$ cat config.mk
export PLATFORM = sky130hd
export DESIGN_NAME = pipelined_adder
export DESIGN_NICKNAME = d
export VERILOG_FILES = /design/src/rtl/adder_pkg.sv /design/src/rtl/adder_segment.sv /design/src/rtl/pipelined_adder.sv
export SDC_FILE = /design/constraint.sdc
export NUM_CORES = 1
export LEC_CHECK = 0
export ABC_AREA = 1
export CAP_MARGIN = 5
export CORE_MARGIN = 8
export CORE_UTILIZATION = 60
export CTS_BUF_LIST = sky130_fd_sc_hd__clkbuf_16
export CTS_CLUSTER_DIAMETER = 50
export CTS_CLUSTER_SIZE = 30
export DETAILED_ROUTE_END_ITERATION = 8
export GPL_TIMING_DRIVEN = 0
export PLACE_DENSITY_LB_ADDON = 0.25
export SLEW_MARGIN = 25
export SYNTH_ARGS = -nofsm -noshare
export SYNTH_HDL_FRONTEND = slang
export SYNTH_SLANG_ARGS = --single-unit
$ cat constraint.sdc
create_clock -name clk -period 4.9 [get_ports clk]
set_input_delay 0.98 -clock clk [delete_from_list [all_inputs] [get_ports clk]]
set_output_delay 0.98 -clock clk [all_outputs]
set_load 0.01 [all_outputs]
$ cat src/rtl/adder_pkg.sv
// Shared configuration for the pipelined adder.
// Holds the default operand width and pipeline depth, the segment-width
// derivation, and the legality rule applied by the top at elaboration.
package adder_pkg;

  localparam int unsigned DEFAULT_WIDTH  = 32;
  localparam int unsigned DEFAULT_STAGES = 4;

  // Width of one pipeline segment; guards against a zero stage count.
  function automatic int unsigned seg_width(input int unsigned width,
                                            input int unsigned stages);
    return (stages == 0) ? width : width / stages;
  endfunction

  // Legal configuration: at least one stage, equal non-empty segments.
  function automatic bit cfg_ok(input int unsigned width,
                                input int unsigned stages);
    return (stages >= 1) && (width >= stages) && ((width % stages) == 0);
  endfunction

endpackage

$ cat src/rtl/adder_segment.sv
// Combinational SEG-bit ripple adder used as one pipeline segment.
// Ports:
//   a, b       segment operand bits
//   cin        carry into the segment LSB
//   sum_c      segment sum bits
//   cout_c     carry out of the segment MSB
//   msb_cin_c  carry into the segment MSB (signed-overflow detection)
module adder_segment #(
  parameter int unsigned SEG = 8
) (
  input  logic [SEG-1:0] a,
  input  logic [SEG-1:0] b,
  input  logic           cin,
  output logic [SEG-1:0] sum_c,
  output logic           cout_c,
  output logic           msb_cin_c
);

  // SEG+1 bit internal sum; the top bit is the segment carry.
  logic [SEG:0] total;

  assign total  = {1'b0, a} + {1'b0, b} + (SEG+1)'(cin);
  assign sum_c  = total[SEG-1:0];
  assign cout_c = total[SEG];

  // The carry into the MSB is recovered from the MSB sum bit.
  assign msb_cin_c = a[SEG-1] ^ b[SEG-1] ^ total[SEG-1];

endmodule

$ cat src/rtl/pipelined_adder.sv
// Pipelined ripple-carry adder with valid/ready handshake on both sides.
// The WIDTH-bit addition is split into STAGES equal segments; each stage
// adds one segment and registers its carry, the partial sum so far and the
// operand bits still to be consumed. One result per cycle, STAGES latency.
// Optional feature macro: PIPELINED_ADDER_OVF_EN adds the registered signed
// overflow output ovf.
// Ports:
//   clk, rst_n       clock, asynchronous active-low reset
//   in_valid         operands on a, b, cin are valid
//   in_ready         operands accepted this cycle (combinational)
//   a, b, cin        operands and carry into bit 0
//   out_valid        sum/cout hold a result
//   out_ready        consumer takes the result this cycle
//   sum, cout        (a + b + cin) mod 2^WIDTH and carry out of MSB
//   ovf              signed overflow (only with PIPELINED_ADDER_OVF_EN)
module pipelined_adder
  import adder_pkg::*;
#(
  parameter int unsigned WIDTH  = DEFAULT_WIDTH,
  parameter int unsigned STAGES = DEFAULT_STAGES
) (
  input  logic             clk,
  input  logic             rst_n,
  input  logic             in_valid,
  output logic             in_ready,
  input  logic [WIDTH-1:0] a,
  input  logic [WIDTH-1:0] b,
  input  logic             cin,
  output logic             out_valid,
  input  logic             out_ready,
  output logic [WIDTH-1:0] sum,
  output logic             cout
`ifdef PIPELINED_ADDER_OVF_EN
  ,
  output logic             ovf
`endif
);

  localparam int unsigned SEG   = seg_width(WIDTH, STAGES);
  // Registers between stage k and k+1; one dummy slot when STAGES is 1.
  localparam int unsigned NPIPE = (STAGES > 1) ? STAGES - 1 : 1;

  if (!cfg_ok(WIDTH, STAGES)) begin : g_cfg_err
    $error("pipelined_adder: WIDTH must be a non-zero multiple of STAGES");
  end

  // Global advance: every stage moves together or holds together.
  logic adv;
  assign adv      = !out_valid || out_ready;
  assign in_ready = adv;

  // Inter-stage registers and their next values.
  logic             pv_q [NPIPE];
  logic             pc_q [NPIPE];
  logic [WIDTH-1:0] pa_q [NPIPE];
  logic [WIDTH-1:0] pb_q [NPIPE];
  logic [WIDTH-1:0] ps_q [NPIPE];

  logic             pv_d [NPIPE];
  logic             pc_d [NPIPE];
  logic [WIDTH-1:0] pa_d [NPIPE];
  logic [WIDTH-1:0] pb_d [NPIPE];
  logic [WIDTH-1:0] ps_d [NPIPE];

  // Final-stage results feeding the output registers.
  logic             last_v;
  logic [WIDTH-1:0] sum_d;
  logic             cout_d;
`ifdef PIPELINED_ADDER_OVF_EN
  logic             msb_d;
`endif

  for (genvar k = 0; k < STAGES; k++) begin : g_stage
    logic             v_in;
    logic             c_in;
    logic [WIDTH-1:0] a_in;
    logic [WIDTH-1:0] b_in;
    logic [WIDTH-1:0] s_in;
    logic [SEG-1:0]   seg_sum;
    logic             seg_cout;
    logic             seg_msb;
    logic [WIDTH-1:0] s_out;

    // Stage inputs: ports for stage 0, previous stage registers otherwise.
    if (k == 0) begin : g_first
      assign v_in = in_valid;
      assign c_in = cin;
      assign a_in = a;
      assign b_in = b;
      assign s_in = '0;
    end else begin : g_mid
      assign v_in = pv_q[k-1];
      assign c_in = pc_q[k-1];
      assign a_in = pa_q[k-1];
      assign b_in = pb_q[k-1];
      assign s_in = ps_q[k-1];
    end

    adder_segment #(
      .SEG (SEG)
    ) u_seg (
      .a         (a_in[k*SEG +: SEG]),
      .b         (b_in[k*SEG +: SEG]),
      .cin       (c_in),
      .sum_c     (seg_sum),
      .cout_c    (seg_cout),
      .msb_cin_c (seg_msb)
    );

    // Segments above k are still zero in s_in, so OR inserts this segment.
    assign s_out = s_in | (WIDTH'(seg_sum) << (k*SEG));

    if (k == STAGES - 1) begin : g_last
      logic unused_ops;
      assign unused_ops = ^{a_in, b_in};
      assign last_v = v_in;
      assign sum_d  = s_out;
      assign cout_d = seg_cout;
`ifdef PIPELINED_ADDER_OVF_EN
      assign msb_d  = seg_msb;
`else
      logic unused_msb;
      assign unused_msb = seg_msb;
`endif
    end else begin : g_pass
      logic unused_msb;
      assign unused_msb = seg_msb;
      assign pv_d[k] = v_in;
      assign pc_d[k] = seg_cout;
      assign pa_d[k] = a_in;
      assign pb_d[k] = b_in;
      assign ps_d[k] = s_out;
    end
  end

  // Inter-stage registers; data only loads behind a valid entry.
  if (STAGES > 1) begin : g_pipe_regs
    always_ff @(posedge clk or negedge rst_n) begin
      if (!rst_n) begin
        for (int i = 0; i < int'(NPIPE); i++) begin
          pv_q[i] <= 1'b0;
          pc_q[i] <= 1'b0;
          pa_q[i] <= '0;
          pb_q[i] <= '0;
          ps_q[i] <= '0;
        end
      end else if (adv) begin
        for (int i = 0; i < int'(NPIPE); i++) begin
          pv_q[i] <= pv_d[i];
          if (pv_d[i]) begin
            pc_q[i] <= pc_d[i];
            pa_q[i] <= pa_d[i];
            pb_q[i] <= pb_d[i];
            ps_q[i] <= ps_d[i];
          end
        end
      end
    end
  end

  // Output registers; sum/cout keep the last result across bubbles.
  always_ff @(posedge clk or negedge rst_n) begin
    if (!rst_n) begin
      out_valid <= 1'b0;
      sum       <= '0;
      cout      <= 1'b0;
    end else if (adv) begin
      out_valid <= last_v;
      if (last_v) begin
        sum  <= sum_d;
        cout <= cout_d;
      end
    end
  end

`ifdef PIPELINED_ADDER_OVF_EN
  // Signed overflow: carry into MSB differs from carry out of MSB.
  always_ff @(posedge clk or negedge rst_n) begin
    if (!rst_n) begin
      ovf <= 1'b0;
    end else if (adv && last_v) begin
      ovf <= msb_d ^ cout_d;
    end
  end
`endif

endmodule

==> metrics.cfg, run 1 <==
[synth]
syn_area_um2=8210
synth_compound_gate_area_share_pct=5.82
synth_mux_area_share_pct=0
synth_warnings=0
netlist-cell-type-count=24
synth-xor-area-share_pct=0.533
synth-seq-area-share_pct=56.1
synth_top_cell_by_area=dfrtp_1
synth_top_family_by_area=simple AND/OR/NAND/NOR gates
syn-instance-count=959
yosys.area_share.simple_pct=25.6
synth_fa_ha_area_share_pct=6.22
ys_top_cells_by_area=dfrtp_1, nand2_1, ha_1
ys_seq_elements=184
syn_area_per_cell_um2=8.56
synth_nets=1064
synth_top_area_share_pct=56.1

[clocking]
cts_resized=0
post-cts-setup-buffers=0
clock_latency_ps=430
clk_pin_slew_worst_paths_ps=60
htreeDepth=4
cts.sinks=184
cts_buffers=17
cts.path.max_buffers=2
hold_buffers=0
cts_root_buffer=clkbuf_16
cts_tree=yes

[cells_and_area]
drive_gt1_share_pct=6.31
final_area_um2=10000
area_growth_syn_to_layout_pct=22.3
nNetsFinal=1187
antenna_cells=0
most-common-layout-cells=nand2_1, dfrtp_1, clkdlybuf4s50_1
final_common_cell=nand2_1

[timing]
tightest_slew_ps=633
whs_ps=473
clock.fmax_ghz=0.304
post-route-period-util_pct=67.0
relSlewSlack_pct=57.8
hold_viol_final=0
setup_viol=0
fin_skew_ps=6.27
timing.setup.tns_ps=0
maxSlewViolCount=0
period_minus_slack_ps=3280
rsz0062_at_grt=false
setup_ws_ps=1620

[placed_design]
dp_hpwl_um=13100
port_buffers=103
pre_cts_ws_ps=1620
routabilityCongestion=0.818
placed_area_um2=9490

[grt]
grt_pass1_vias=6463
antenna_found_initial=0
grt_max_degree=100
grt_pass1_wl_um=30700
overflow=0
grt_usage_pct=21.2

[drt]
firstDrtPassIters=5
antenna_left=0
num_vias=6449
wirelength_um=18000
drcViolationCount=0
drt_iter0_drc=377
vias_per_cell=5.08
routedWlPerCell_um=14.2

[worst_setup_path]
crit_required_ps=3920
cp-end-kind=output pin
worst-setup-path-type=in2out
critPathLaunchType=input port
cp_max_fo=6
arrival_ps=2300

[power]
max-vdd-ir-drop_uv=278
leakage_nw=5.30
p_total_mw=6.04
power.density_nw_per_um2=602

[die]
coreArea_um2=13300
die_w_um=133
die_area_um2=17700
start_util_pct=61.8
die_h_um=133
ioPinCount=104
row_count=42

[run_status]
status=finished clean

[flow_run]
cap_violations=0

[min_path]
hold_class=reg2reg

==> kinds of logic after synthesis <==
group / after synthesis
simple gates: 531
buf+inv: 110
flops: 184
xor+xnor: 5
fa+ha+maj: 36
compound gates: 93
==> cell type report <==
class                           instances  area, um^2
Tap cell                              176         220
Buffer                                 34         185
Fill cell                             992        3260
Multi-Input combinational cell        665        3130
Clock buffer                           17         425
Clock inverter                         14         120
Timing Repair Buffer                  104        1060
Sequential cell                       184        4600
Inverter                               76         288
==> per-layer routing <==
metal | share of wire (%) | track usage (%) | up-vias | wire length [um]
li1 | - | - | 3242 | -
met1 | 46 | 28.0 | 3006 | 8290
met2 | 47 | 34.1 | 176 | 8420
met3 | 5.5 | 4.77 | 25 | 991
met4 | 1.6 | 6.88 | 0 | 292
met5 | 0 | 0 | - | 0
==> power breakdown <==
| group | switching (mW) | internal (mW) | total [mW] |
|---|---|---|---|
| clock network | 0.538 | 0.732 | 1.27 |
| logic | 1.35 | 0.951 | 2.30 |
| registers | 0.346 | 2.13 | 2.47 |
==> metrics by stage <==
step                instances  util (%)
floorplan                 959         -
global placement         1238      71.2
detailed placement       1239      71.4
CTS                      1270      75.5
global route             1270      75.5
finish                   1270      75.5
==> Yosys cell counts (all sizes together) <==
library cell / instances
nand2: 464
dfrtp: 184
inv: 76
o21ai: 67
nand3: 36
buf: 29
ha: 28
a21oi: 20
nor2: 20
fa: 8
nand3b: 6
clkbuf: 5
or2: 5
xnor2: 5
o21bai: 4
a31oi: 2
==> worst max-delay path, cell delays in order <==
cell             delay (ps)
clkdlybuf4s50_1         450
nor2_4                  230
inv_2                   140
clkdlybuf4s50_1         510
==> worst paths after layout <==
check | startpoint | endpoint | slack, ps | cells past startpoint
setup / recovery | out_ready | in_ready | 1620 | 4
setup reg to reg | g_stage[2].c_in | g_stage[3].s_in[22] | 2950 | 9
hold reg to reg | sum[20] | sum[20] | 470 | 2
min in group asynchronous | rst_n | g_stage[1].b_in[29] | 540 | 1
hold / removal | sum[20] | sum[20] | 470 | 2
max in group asynchronous | rst_n | g_stage[3].s_in[0] | 3450 | 2
==> state kept, by name, indices dropped and copies added, names as in the netlist <==
register and flops:
cout 1, g_stage.a_in 48, g_stage.b_in 48, g_stage.c_in 3, g_stage.s_in 48, g_stage.v_in 3
out_valid 1, sum 32
Power figures use the tool's default switching activity.
==> run 2: changes to the inputs <==
--- a/config.mk
+++ b/config.mk
@@ -8,7 +8,7 @@
 export ABC_AREA = 1
 export CAP_MARGIN = 5
 export CORE_MARGIN = 8
-export CORE_UTILIZATION = 60
+export CORE_UTILIZATION = 50
 export CTS_BUF_LIST = sky130_fd_sc_hd__clkbuf_16
 export CTS_CLUSTER_DIAMETER = 50
 export CTS_CLUSTER_SIZE = 30
==> constraint.sdc (replaced) <==
create_clock -name clk -period 2.8 [get_ports clk]
set_input_delay 0.56 -clock clk [delete_from_list [all_inputs] [get_ports clk]]
set_output_delay 0.56 -clock clk [all_outputs]
set_load 0.01 [all_outputs]
==> metrics.cfg, run 2 (same netlist as run 1, synthesis figures left out) <==
[grt]
grt_pass1_wl_um=29600
overflow=0
antenna_found_initial=0
grt_pass1_vias=6007
grt_max_degree=97
grt_usage_pct=18.1

[clocking]
clock_latency_ps=440
post-cts-setup-buffers=0
cts_root_buffer=clkbuf_16
cts_resized=0
clk_pin_slew_worst_paths_ps=70
cts_tree=yes
htreeDepth=4
cts.path.max_buffers=2
cts_buffers=17
hold_buffers=0
cts.sinks=184

[worst_setup_path]
rr_worst_depth=8
crit_required_ps=2240
crit_buf_inv=3
critPathLaunchType=input port
crit_top_cell=clkdlybuf4s50_1
cpMaxStageDelayCell=clkdlybuf4s50_1
cp_max_fo=6
slowest_delay_ps=510
r2r_setup_slack_ps=840
regToRegStartpoint=g_stage[2].c_in
crit_family=buffers and inverters
reg2reg_to=g_stage[3].c_in
arrival_ps=1920
worst-setup-path-type=in2out
cp-end-kind=output pin
path_cells=clkdlybuf4s50_1, nor2_4, inv_2, clkdlybuf4s50_1

[timing]
tightest_slew_ps=673
relSlewSlack_pct=55.2
timing.setup.tns_ps=0
maxSlewViolCount=0
setup_viol=0
clock.fmax_ghz=0.403
post-route-period-util_pct=88.5
period_minus_slack_ps=2480
fin_skew_ps=9.52
rsz0062_at_grt=false
hold_viol_final=0

[placed_design]
dp_hpwl_um=13100
port_buffers=103
routabilityCongestion=0.817

[cells_and_area]
nNetsFinal=1187
area_growth_syn_to_layout_pct=23.4
utilization_pct=62.2
final_common_cell=nand2_1
drive_gt1_share_pct=6.86
antenna_cells=0
most-common-layout-cells=nand2_1, dfrtp_1, clkdlybuf4s50_1

[drt]
drcViolationCount=0
drt_iter0_drc=386
vias_per_cell=4.69
firstDrtPassIters=4
routedWlPerCell_um=13.3
wirelength_um=17500
num_vias=6167
antenna_left=0

[die]
row_count=47
die_h_um=144
coreArea_um2=16300
start_util_pct=50.4
die_area_um2=20800
die_w_um=144
ioPinCount=104

[power]
leakage_nw=5.32
power.density_nw_per_um2=1050
max-vdd-ir-drop_uv=616

[flow_run]
cap_violations=0

[run_status]
status=finished clean

[min_path]
hold_class=in2async

[run 2: power by group]
part           total, mW  internal, mW  leakage (nW)  switching, mW
combinational       3.97          1.66          2.72           2.31
sequential          4.31          3.72          2.30          0.592
clock               2.39          1.39         0.292          0.996
[run 2: worst max path at each step]
stage / startpoint / end / slack, ps / cells past startpoint
finish: out_ready / in_ready / 320 / 4
global route: out_ready / in_ready / 260 / 4
CTS: out_ready / in_ready / 310 / 4
detailed placement: a[0] / g_stage[1].s_in[6] / 320 / 10
global placement: rst_n / sum[20] / -6220 / 1
floorplan: a[0] / g_stage[1].s_in[2] / 880 / 5
[run 2: stage by stage]
| step | area, um^2 | instances | worst slack, ps | total power [mW] | hold slack (ps) |
|---|---|---|---|---|---|
| 2_1_floorplan | 8210 | 959 | 880 | 6.86 | 264 |
| 3_3_place_gp | 9520 | 1282 | -6220 | 8.17 | 455 |
| 3_5_place_dp | 9550 | 1283 | 319 | 8.32 | 457 |
| 4_1_cts | 10100 | 1314 | 310 | 10.8 | 142 |
| 5_1_grt | 10100 | 1314 | 263 | 11.5 | 147 |
| 6_report | 10100 | 1314 | 321 | 10.7 | 103 |
[run 2: area by class of cell]
class / count / area (um^2)
fill: 1389 / 6160
sequential: 184 / 4600
multi-input combinational: 665 / 3130
timing repair buffer: 104 / 1060
clock buffer: 17 / 425
inverter: 76 / 288
tap: 220 / 275
buffer: 34 / 185
clock inverter: 14 / 159
[run 2: routing by layer]
metal | GRT usage [%] | vias to the layer above | wire length, um
met4 | 5.97 | 0 | 245
met5 | 0 | - | 0
met2 | 27.9 | 113 | 7870
met3 | 4.32 | 19 | 829
li1 | - | 3248 | -
met1 | 24.8 | 2787 | 8580
